## config.mk

```make
export PLATFORM = sky130hd
export DESIGN_NAME = note_word_identifier
export DESIGN_NICKNAME = d
export VERILOG_FILES = /design/src/rtl/note_word_identifier_pkg.sv /design/src/rtl/note_seg7_decoder.sv /design/src/rtl/note_word_identifier.sv
export SDC_FILE = /design/constraint.sdc
export NUM_CORES = 1
export LEC_CHECK = 0
export CAP_MARGIN = 0
export CORE_MARGIN = 1.5
export CORE_UTILIZATION = 50
export CTS_BUF_LIST = sky130_fd_sc_hd__clkbuf_2 sky130_fd_sc_hd__clkbuf_4 sky130_fd_sc_hd__clkbuf_8
export DETAILED_ROUTE_END_ITERATION = 8
export HOLD_SLACK_MARGIN = 0.1
export PLACE_DENSITY = 0.81
export SLEW_MARGIN = 15
export SYNTH_ARGS = -nofsm -noshare
export SYNTH_HDL_FRONTEND = slang
export SYNTH_HIERARCHICAL = 1
export SYNTH_SLANG_ARGS = --single-unit
```

## constraint.sdc

```tcl
create_clock -name clk -period 1.5 [get_ports clk]
set_input_delay 0.3 -clock clk [delete_from_list [all_inputs] [get_ports clk]]
set_output_delay 0.3 -clock clk [all_outputs]
set_load 0.01 [all_outputs]
```

## src/rtl/note_word_identifier_pkg.sv

```systemverilog
// Shared definitions for the note word identifier: FSM state encodings,
// word class (tipo) codes, note constants and note classification helpers.
package note_word_identifier_pkg;

  // FSM states; the numeric values are exported on estado_atual.
  typedef enum logic [3:0] {
    ST_IDLE = 4'b0000,
    ST_ADJ1 = 4'b0001,
    ST_ADJ2 = 4'b0010,
    ST_CMP1 = 4'b0011,
    ST_CMP2 = 4'b0100,
    ST_CMP3 = 4'b0101,
    ST_ADV1 = 4'b0110,
    ST_ADV2 = 4'b0111,
    ST_ADV3 = 4'b1000
  } state_e;

  // Word class codes reported on tipo.
  localparam logic [1:0] TIPO_NONE = 2'b00;
  localparam logic [1:0] TIPO_ADJ  = 2'b01;
  localparam logic [1:0] TIPO_CMP  = 2'b10;
  localparam logic [1:0] TIPO_ADV  = 2'b11;

  // Named notes used by the final-note validation rules.
  localparam logic [3:0] LA_BAIXO = 4'b0110;
  localparam logic [3:0] SI_BAIXO = 4'b0111;
  localparam logic [3:0] DO_ALTO  = 4'b1000;
  localparam logic [3:0] RE_ALTO  = 4'b1010;

  // Upper bounds of the first-note ranges that select each word class.
  localparam logic [3:0] ADJ_FIRST_MAX = 4'b0011;
  localparam logic [3:0] CMP_FIRST_MAX = 4'b1011;

  // "Low" notes are la-baixo and si-baixo.
  function automatic logic isLowNote(input logic [3:0] n);
    return (n == LA_BAIXO) || (n == SI_BAIXO);
  endfunction

  // "High" notes span 1000..1011 (do-alto through the note above re-alto).
  function automatic logic isHighNote(input logic [3:0] n);
    return (n[3:2] == DO_ALTO[3:2]);
  endfunction

endpackage

```

## src/rtl/note_seg7_decoder.sv

```systemverilog
// Combinational hex-to-7-segment decoder for the current note code.
// Segment outputs are active-high, seg[0] = a through seg[6] = g.
module note_seg7_decoder
  import note_word_identifier_pkg::*;
(
  input  logic [3:0] nota,
  output logic [6:0] seg
);

  // Standard hex glyph table, bit order {g,f,e,d,c,b,a}.
  always_comb begin
    seg = 7'b0000000;
    case (nota)
      4'h0: seg = 7'b0111111;
      4'h1: seg = 7'b0000110;
      4'h2: seg = 7'b1011011;
      4'h3: seg = 7'b1001111;
      4'h4: seg = 7'b1100110;
      4'h5: seg = 7'b1101101;
      4'h6: seg = 7'b1111101;
      4'h7: seg = 7'b0000111;
      4'h8: seg = 7'b1111111;
      4'h9: seg = 7'b1101111;
      4'hA: seg = 7'b1110111;
      4'hB: seg = 7'b1111100;
      4'hC: seg = 7'b0111001;
      4'hD: seg = 7'b1011110;
      4'hE: seg = 7'b1111001;
      4'hF: seg = 7'b1110001;
      default: seg = 7'b0000000;
    endcase
  end

endmodule

```

## src/rtl/note_word_identifier.sv

```systemverilog
// Groups a stream of confirmed notes into words, classifies each finished
// word (adjective, comparative, adverb) and validates its final notes.
// A one-cycle fim pulse marks completion; tipo holds the last result.
// The 7-segment display of the current note is purely combinational.
module note_word_identifier
  import note_word_identifier_pkg::*;
(
  input  logic       clk,
  input  logic       reset,
  input  logic       ok,
  input  logic [3:0] nota,
  output logic       fim,
  output logic [1:0] tipo,
  output logic [3:0] estado_atual,
  output logic       s0,
  output logic       s1,
  output logic       s2,
  output logic       s3,
  output logic       s4,
  output logic       s5,
  output logic       s6
);

  state_e     state_q, state_d;
  logic       ok_q;
  logic       valid_q, valid_d;
  logic [1:0] tipo_q, tipo_d;
  logic       fim_q, fim_d;
  logic       accept;
  logic [6:0] seg;

  // A note is confirmed only on the rising edge of ok, so a held strobe
  // (including one held through reset) yields at most one note.
  assign accept = ok & ~ok_q;

  // Registers: reset forces ok_q high so a stuck-high ok is ignored.
  always_ff @(posedge clk) begin
    if (!reset) begin
      state_q <= ST_IDLE;
      ok_q    <= 1'b1;
      valid_q <= 1'b0;
      tipo_q  <= TIPO_NONE;
      fim_q   <= 1'b0;
    end else begin
      state_q <= state_d;
      ok_q    <= ok;
      valid_q <= valid_d;
      tipo_q  <= tipo_d;
      fim_q   <= fim_d;
    end
  end

  // Next-state logic: walk the chain chosen by the first note, track the
  // validity of notes 3/4, and publish the class on the final note.
  always_comb begin
    state_d = state_q;
    valid_d = valid_q;
    tipo_d  = tipo_q;
    fim_d   = 1'b0;
    case (state_q)
      ST_IDLE: begin
        if (accept) begin
          valid_d = 1'b0;
          if (nota <= ADJ_FIRST_MAX) begin
            state_d = ST_ADJ1;
          end else if (nota <= CMP_FIRST_MAX) begin
            state_d = ST_CMP1;
          end else begin
            state_d = ST_ADV1;
          end
        end
      end
      ST_ADJ1: begin
        if (accept) state_d = ST_ADJ2;
      end
      ST_ADJ2: begin
        if (accept) begin
          state_d = ST_IDLE;
          fim_d   = 1'b1;
          valid_d = 1'b0;
          tipo_d  = isLowNote(nota) ? TIPO_ADJ : TIPO_NONE;
        end
      end
      ST_CMP1: begin
        if (accept) state_d = ST_CMP2;
      end
      ST_CMP2: begin
        if (accept) begin
          state_d = ST_CMP3;
          valid_d = isHighNote(nota);
        end
      end
      ST_CMP3: begin
        if (accept) begin
          state_d = ST_IDLE;
          fim_d   = 1'b1;
          valid_d = 1'b0;
          tipo_d  = (valid_q || isHighNote(nota)) ? TIPO_CMP : TIPO_NONE;
        end
      end
      ST_ADV1: begin
        if (accept) state_d = ST_ADV2;
      end
      ST_ADV2: begin
        if (accept) begin
          state_d = ST_ADV3;
          valid_d = (nota == LA_BAIXO);
        end
      end
      ST_ADV3: begin
        if (accept) begin
          state_d = ST_IDLE;
          fim_d   = 1'b1;
          valid_d = 1'b0;
          tipo_d  = (valid_q && (nota == SI_BAIXO)) ? TIPO_ADV : TIPO_NONE;
        end
      end
      default: begin
        state_d = ST_IDLE;
        valid_d = 1'b0;
      end
    endcase
  end

  assign fim          = fim_q;
  assign tipo         = tipo_q;
  assign estado_atual = state_q;

  note_seg7_decoder u_seg7 (
    .nota (nota),
    .seg  (seg)
  );

  assign s0 = seg[0];
  assign s1 = seg[1];
  assign s2 = seg[2];
  assign s3 = seg[3];
  assign s4 = seg[4];
  assign s5 = seg[5];
  assign s6 = seg[6];

endmodule

```

Word-level counts from Yosys, hierarchy flattened:

Memories as Yosys holds them, arrays and structs flattened.
Cells that the tools add are included.

* bits of input ports: 7
* memory bits (read-only): 112
* output and inout port bits: 14
* register bits: 9
* memories kept: 1
* word-level logic and storage cells: 67

Memory list
* (name not given): words 16, bits a word 7, read ports 1, clocked after memory_dff 0, wr ports 0, line note_seg7_decoder.sv:13 `case (nota)`

* reduce and logical (&&, ||, !) cells: 12
* equality and inequality tests: 22
* bitwise operators: 3
* $lt $le $gt $ge: 2
* mux-type cells: 22

Operator list (count)
* 2-to-1 mux 4 bit: 7
* case mux 4 bit (7 select lines): 1
* == test 4 x 3 -> 1 bit, second input constant: 6
* != test 2 bit, second input constant: 9
* 2-to-1 mux 2 bit: 5
* == test 4 x 2 -> 1 bit, second input constant: 2
* AND reduction 4 bit: 2
* AND reduction 7 bit: 1
* 2-to-1 mux 3 bit: 2
* case mux 2 bit (3 select lines): 1
* OR reduction 3 bit: 2
* 2-to-1 mux 1 bit: 5
* == test 4 x 1 -> 1 bit, second input constant: 1
* == test 4 bit, second input constant: 1
* less-or-equal comparator 4 x 2 -> 1 bit, second input constant: 1
* less-or-equal comparator 4 bit, second input constant: 1
* logical NOT 4 bit: 1
* != test 2 x 1 -> 1 bit, second input constant: 2
* case mux 1 bit (4 select lines): 1
* OR reduction 4 bit: 1
* nonzero test 3 bit: 1
* == test 2 bit, second input constant: 1
* logical OR 1 bit: 2
* inverter 1 bit: 2
* 3 further kinds: 3

Depth between registers and ports, before layout:

Gate-level depths: netlist of run 1.

* depth after elaboration: 5
* depth in mapped cells: 5
* mapped depth without buffers: 4

By module:

The synthesis of run 1 kept the hierarchy.

By module, submodules not included
* note_word_identifier: sequential area each 180.2 um^2, times used 1, cells each 66, area each 543.0 um^2
* note_seg7_decoder: sequential area each 0.0 um^2, times used 1, cells each 33, area each 282.8 um^2

Least setup slack after synthesis of run 1:

No wires, ideal clock.

* kind: input -> output
* start: in nota[0]
* end: out s1
* setup slack: 64 ps
* arrival: 1136 ps
* cell stages on the path: 4
* path through: inv_1 -> ha_1 -> nor2b_1 -> o31ai_1

* word-level cells in the longest chain between the ends: 1

Ends and longest elaborated chain
* from (decl): line note_word_identifier.sv:11 `input logic [3:0] nota,`
* memory (16 x 7 bit)
* to (decl): line note_word_identifier.sv:16 `output logic s1,`

Every way passes these cells.

Final worst setup path of run 1:

* start: in nota[0]
* end: out s3

* word-level cells in the longest chain between the ends: 1

Ends and longest elaborated chain
* memory (16 x 7 bit)
* to (decl): line note_word_identifier.sv:18 `output logic s3,`

Every way passes these cells.

==> run summary, run 1 <==
Detailed Routing Iterations Pass 1 - 4
setup_tns - -0.457 ns
Num CTS Buffers - 3
Fin. Hold Viols - 0
slowest stage delay, CP - 0.46 ns
final wirelength - 3.84 mm
endpoints failing setup - 7
Crit Path Max Fanout - 4
Worst setup EP type - output port
vias per cell - 6.78
post-DP HPWL - 1.55 mm
max_cap viols - 0
drc violations - 0
later-pin clock latency in the skew report - 0.29 ns
dpl ws - -0.904 ns
starting DRC count in detailed routing - 52
Final Max Tran Viols - 0
CP top delay family - multiplexers
Hold Path Class - flip-flop to flip-flop
Syn Area/Cell - 8.34 um^2
area grow syn2layout - 65.2%
worst setup path class - input port to output port
top_reg_cell synth - dfxtp_1
fraction of registers with async set/reset - 0%
Core Area - 1520 um^2
Wirelength per Cell - 24.3 um
top-level I/O count - 21
largest net degree at the start of global routing - 10
commonest non-fill, non-tap cell in the layout - buf_4
Net count, final - 157
actual slew at the worst max-slew pin - 0.340 ns
register area share after synthesis - 21.8%
failing checks - setup timing
fmax - 605 MHz
Critical Path AT - 1.35 ns
Routed Antenna Nets - 0
vias in the first global route - 970
Die Y - 43.6 um
All-Layer GR Usage - 35.6%
Yosys cell types - 37
die area - 1900 um^2
Mapped Nets - 113
Ys Warns - 6
Worst Setup Start Kind - input port
first-pass GRT wire length - 4.82 mm
Yosys reg bits - 9
CTS clk-pin slew, worst paths - 0.06 ns
CTS tree - yes
Worst Path Required - 1.20 ns
Peak VDD IR - 0.598 mV
CP Buf/Inv Count - 4
GP Congestion - 0.880
Fillers - 65
outcome - finished, violations left
EDFF count, synth - 0
Sink Count - 9
Initial Util - 54.2%
unrepaired setup endpoints after global routing - yes
Die X - 43.6 um
Mapped Cells - 99
hold_buf cts - 0
Slew HR - 77.3%
H-Tree Depth - 1
area of the mapped netlist - 826 um^2
clock root buffer - clkbuf_4
most used cell, CP - buf_6
share of layout cells above drive strength 1 - 46.5%
crit-path cells - buf_8, buf_6, ha_4, inv_1, mux4_2, buf_6
Setup WS post-layout - -0.152 ns
grt total ovfl - 0
post-route clock period utilization - 110%
Vias - 1072
initial antenna violation count - 0
CP max-delay cell - mux4_2
power per cell area - 565 nW/um^2
number of buffers added on ports - 20
min Tclk post-route - 1.65 ns
clock buffer depth - 2
Antenna Cells - 0
hold_ws - 0.531 ns
commonest cells after routing, fill and taps aside - buf_4, buf_6, nor2_1
Lkg Pwr - 0.589 nW
row count - 14
Final Skew - 0.0105 ns
cells by family (layout without fill, tap and decap cells):
kind of cell	Yosys count	after routing	share of synthesized area, %
xor gates and xnor gates	1	1	1.06
adders and majority gates	7	7	10.6
DFF	9	9	21.8
and+or+nand+nor	37	37	25.9
buffers and inverters	13	56	9.39
AOI/OAI and AO/OA	25	25	20.8
muxes	7	7	10.5
state kept, by name, indices dropped and copies added (netlist names):
register	flops
ok_q	1
fim	1
valid_q	1
estado_atual	4
tipo	2
worst min-delay path, stage by stage, from the launching register on:
cell	delay, ns
dfxtp_1	0.34
nand2_1	0.08
mux2i_1	0.06
metal layers:
metal / share of wire, % / track usage, % / vias to the layer above
li1: - / - / 443
met1: 36 / 42.4 / 500
met2: 46 / 52.6 / 98
met3: 10 / 11.3 / 31
met4: 7.7 / 27.3 / 0
met5: 0 / 0 / -
cell type report:
cell class | instances | area [um^2] | share of cell area, %
repair buffers | 45 | 394 | 28.9
flip-flops and latches | 9 | 188 | 13.8
clock buffers | 4 | 30.0 | 2.20
inverters | 7 | 41.3 | 3.03
well taps | 16 | 20.0 | 1.47
multi-input cells | 77 | 691 | 50.6
stage by stage:
| stage | area [um^2] | std cells | total power, mW | utilization (%) |
|---|---|---|---|---|
| global placement | 1140 | 148 | 0.460 | 74.8 |
| global route | 1360 | 158 | 0.792 | 89.5 |
| CTS | 1310 | 156 | 0.719 | 86.0 |
| finish | 1360 | 158 | 0.771 | 89.5 |
| floorplan | 826 | 99 | 0.360 | - |
| detailed placement | 1140 | 148 | 0.465 | 74.8 |
synthesized netlist by cell type (2+ instances only):
cell type / n / area share [%]
inv_1: 6 / 2.7
a21oi_1: 7 / 4.2
ha_1: 7 / 11
o221a_1: 2 / 2.7
nor2b_1: 6 / 4.5
nor2_1: 9 / 4.1
nor3_1: 3 / 1.8
nand3b_1: 2 / 1.8
dfxtp_1: 9 / 22
a21o_1: 2 / 1.8
nand2_1: 6 / 2.7
mux2i_1: 3 / 3.6
and2_1: 3 / 2.3
buf_2: 3 / 1.8
a22oi_1: 4 / 3.6
o21ai_0: 2 / 1.2
nand2b_1: 3 / 2.3
mux2_2: 3 / 4.1
worst paths after layout:
check	startpoint	cells after the start	slack, ns	to
worst max register to register	estado_atual[3]	4	-0.03	tipo[0]
worst min-delay path	valid_q	2	0.53	valid_q
worst min register to register	valid_q	2	0.53	valid_q
worst max-delay path	nota[0]	6	-0.15	s3
timing repair:
item / 4_1_cts / 5_1_grt
setup endpoints to repair: 15 / 9
resized for setup: 88 / 9
pin swaps: 9 / 4
hold endpoints to repair: 0 / 0
buffers inserted: 5 / 2
power breakdown:
group,internal (mW),switching (mW),total [mW]
Sequential,0.244,0.00845,0.252
Clock,0.122,0.107,0.229
Combinational,0.147,0.142,0.290
No activity file was read; power rests on OpenSTA's default activity.
==> inputs of run 2 (changes only) <==
--- a/config.mk
+++ b/config.mk
@@ -11,7 +11,7 @@
 export CTS_BUF_LIST = sky130_fd_sc_hd__clkbuf_2 sky130_fd_sc_hd__clkbuf_4 sky130_fd_sc_hd__clkbuf_8
 export DETAILED_ROUTE_END_ITERATION = 8
 export HOLD_SLACK_MARGIN = 0.1
-export PLACE_DENSITY = 0.81
+export PLACE_DENSITY = 0.78
 export SLEW_MARGIN = 15
 export SYNTH_ARGS = -nofsm -noshare
 export SYNTH_HDL_FRONTEND = slang
==> constraint.sdc (replaced) <==
create_clock -name clk -period 1.5 [get_ports clk]
set_input_delay 0.225 -clock clk [delete_from_list [all_inputs] [get_ports clk]]
set_output_delay 0.225 -clock clk [all_outputs]
set_load 0.01 [all_outputs]
==> run 2 against run 1 <==
Net effect: clock power fell by 21%; final cell count fell by 3.2%; setup slack improved by 0.18 ns; clock-buffer cell count fell by 1; routed wire length fell by 42%; combinational power fell by 25%; the flow now finishes without violations; register-to-register slack improved by 0.17 ns; clock skew fell by 0.0039 ns; global-route usage fell by 11 points; critical path depth fell by 1; first-iteration DRC count fell by 58%.
==> run summary, run 2 (synthesized netlist as in run 1, its figures left out) <==
outcome - finished clean
post-DP HPWL - 1.65 mm (+6.8%)
commonest cells after routing, fill and taps aside - buf_4, nor2_1, clkdlybuf4s50_1
grt total ovfl - 0 (unchanged)
FF-to-FF Start - estado_atual[3]
Die X - 43.6 um (unchanged)
reg2reg path depth - 4 (unchanged)
Lkg Pwr - 0.508 nW (-14%)
final wirelength - 2.23 mm (-42%)
first-pass GRT wire length - 3.48 mm (-28%)
slowest stage delay, CP - 0.46 ns (about the same)
Hold Path Class - flip-flop to flip-flop
crit-path cells - clkbuf_4, ha_2, inv_1, mux4_2, buf_6
number of buffers added on ports - 20 (unchanged)
unrepaired setup endpoints after global routing - yes
H-Tree Depth - 1 (unchanged)
Core Area - 1520 um^2 (unchanged)
Final Max Tran Viols - 0 (unchanged)
Worst setup EP type - output port
Worst Path Required - 1.27 ns (+0.07 ns)
Initial Util - 54.2% (unchanged)
switching power - 0.192 mW (-26%)
Net Sw Frac - 29.5% (-4.0 points)
hold_buf cts - 0 (unchanged)
actual slew at the worst max-slew pin - 0.302 ns (-0.0378 ns)
die area - 1900 um^2 (unchanged)
vias per cell - 5.76 (-15%)
CP top delay family - multiplexers
Die Y - 43.6 um (unchanged)
design area - 1210 um^2 (-12%)
CP Buf/Inv Count - 3 (-1)
Routed Antenna Nets - 0 (unchanged)
Sink Count - 9 (unchanged)
internal power - 0.459 mW (-10%)
share of layout cells above drive strength 1 - 37.2% (-9.3 points)
Critical Path AT - 1.25 ns (-0.10 ns)
Num CTS Buffers - 3 (unchanged)
drc violations - 0 (unchanged)
Cell Area, Placed - 1150 um^2 (+0.66%)
Comb pwr share - 33.5% (-4.1 points)
CTS clk-pin slew, worst paths - 0.06 ns (about the same)
clock root buffer - clkbuf_4
area grow syn2layout - 46.1%
Hold Crit Endpoint - valid_q
top-level I/O count - 21 (unchanged)
endpoints failing setup - 0 (-7)
min Tclk post-route - 1.47 ns (-0.180 ns)
max reg flops - 4 (unchanged)
clock buffer depth - 2 (unchanged)
hold path depth - 2 (unchanged)
CP max-delay cell - mux4_2
GP Congestion - 0.912 (+3.6%)
commonest non-fill, non-tap cell in the layout - buf_4
Fin. Hold Viols - 0 (unchanged)
row count - 14 (unchanged)
Antenna Cells - 0 (unchanged)
R2R Setup Slk - 0.14 ns (+0.17 ns)
initial antenna violation count - 0 (unchanged)
largest net degree at the start of global routing - 13 (+3)
starting DRC count in detailed routing - 22 (-58%)
Sequential Power Share - 38.6% (+5.9 points)
post-CTS setup repair buffer count - 0 (-5)
clock group share of total power - 27.9% (-1.8 points)
vias in the first global route - 789 (-19%)
Worst Setup Start Kind - input port
later-pin clock latency in the skew report - 0.26 ns (-0.03 ns)
Hold Crit Start - valid_q
dpl ws - -0.884 ns (+0.0198 ns)
Setup WS post-layout - 0.0281 ns (+0.180 ns)
All-Layer GR Usage - 24.8% (-11 points)
Peak VDD IR - 0.639 mV (+7.0%)
CTS tree - yes
Slew HR - 79.8% (+2.5 points)
Final Skew - 0.00666 ns (-0.00385 ns)
Detailed Routing Iterations Pass 1 - 4 (unchanged)
Vias - 882 (-18%)
Wirelength per Cell - 14.6 um (-40%)
Crit Path Max Fanout - 5 (+1)
Crit Reg-Reg Endpoint - tipo[1]
post-route clock period utilization - 98.1% (-12 points)
fmax - 679 MHz (+12%)
worst setup path class - input port to output port
max_cap viols - 0 (unchanged)
power per cell area - 540 nW/um^2 (-4.4%)
Net count, final - 152 (-3.2%)
==> run 2: cell types whose count changed in the layout (fill, tap and decap cells not counted), sizes merged <==
cell | before | now
clkinv | 0 | 1
buf | 35 | 26
clkdlybuf4s50 | 5 | 9
dlygate4sd2 | 4 | 1
clkbuf | 5 | 7
==> run 2: worst max path at each step <==
stage                               start      end  slack (ns)  depth (start not counted)
final                             nota[1]       s3        0.03                          5
after global routing              nota[1]       s3      -0.003                          5
after CTS                         nota[1]       s0      -0.008                          7
after detailed placement          nota[1]       s1       -0.88                          6
after global placement            nota[1]       s3       -0.81                          5
after floorplan           estado_atual[3]  tipo[1]        0.17                          4
==> run 2: worst register-to-register path, delay by kind of cell (launching register included) <==
kind | cells | cell delay, ns
compound gates | 3 | 0.60
flops | 1 | 0.39
simple gates | 1 | 0.26
==> run 2: final cells by class <==
class | count | area, um^2
clock buffer | 3 | 22.5
clock inverter | 1 | 5.00
fill | 94 | 318
inverter | 7 | 33.8
multi-input combinational | 77 | 611
sequential | 9 | 185
tap | 16 | 20.0
timing repair buffer | 40 | 329
==> run 2: metal layers <==
layer | global-route usage [%] | part of all wire (%) | vias to the layer above
li1 | - | - | 434
met1 | 30.8 | 43 | 411
met2 | 42.1 | 51 | 35
met3 | 7.50 | 5.4 | 2
met4 | 5.45 | 0.13 | 0
met5 | 0 | 0 | -
==> run 2: through the flow <==
step	setup TNS, ns	power, mW	hold slack (ns)	utilization, %	instances
floorplan	0	0.360	0.298	-	99
global placement	-6.09	0.463	0.469	75.3	149
detailed placement	-6.54	0.469	0.499	75.3	149
CTS	-0.00816	0.653	0.507	79.5	153
global route	-0.00339	0.691	0.532	79.1	153
finish	0	0.652	0.518	79.1	153
==> run 2: power groups by stage <==
stage	combinational, mW	sequential [mW]	clock, mW
final	0.218	0.251	0.182
after detailed placement	0.213	0.256	0
after global placement	0.207	0.256	0
after global routing	0.235	0.252	0.204
after floorplan	0.105	0.255	0
after CTS	0.215	0.251	0.186
==> run 2: timing repair <==
| item | CTS | global route |
|---|---|---|
| pin swaps | 2 | 0 |
| endpoints found under the setup margin | 10 | 5 |
| gates resized for setup | 51 | 11 |
| hold endpoints to repair | 0 | 0 |
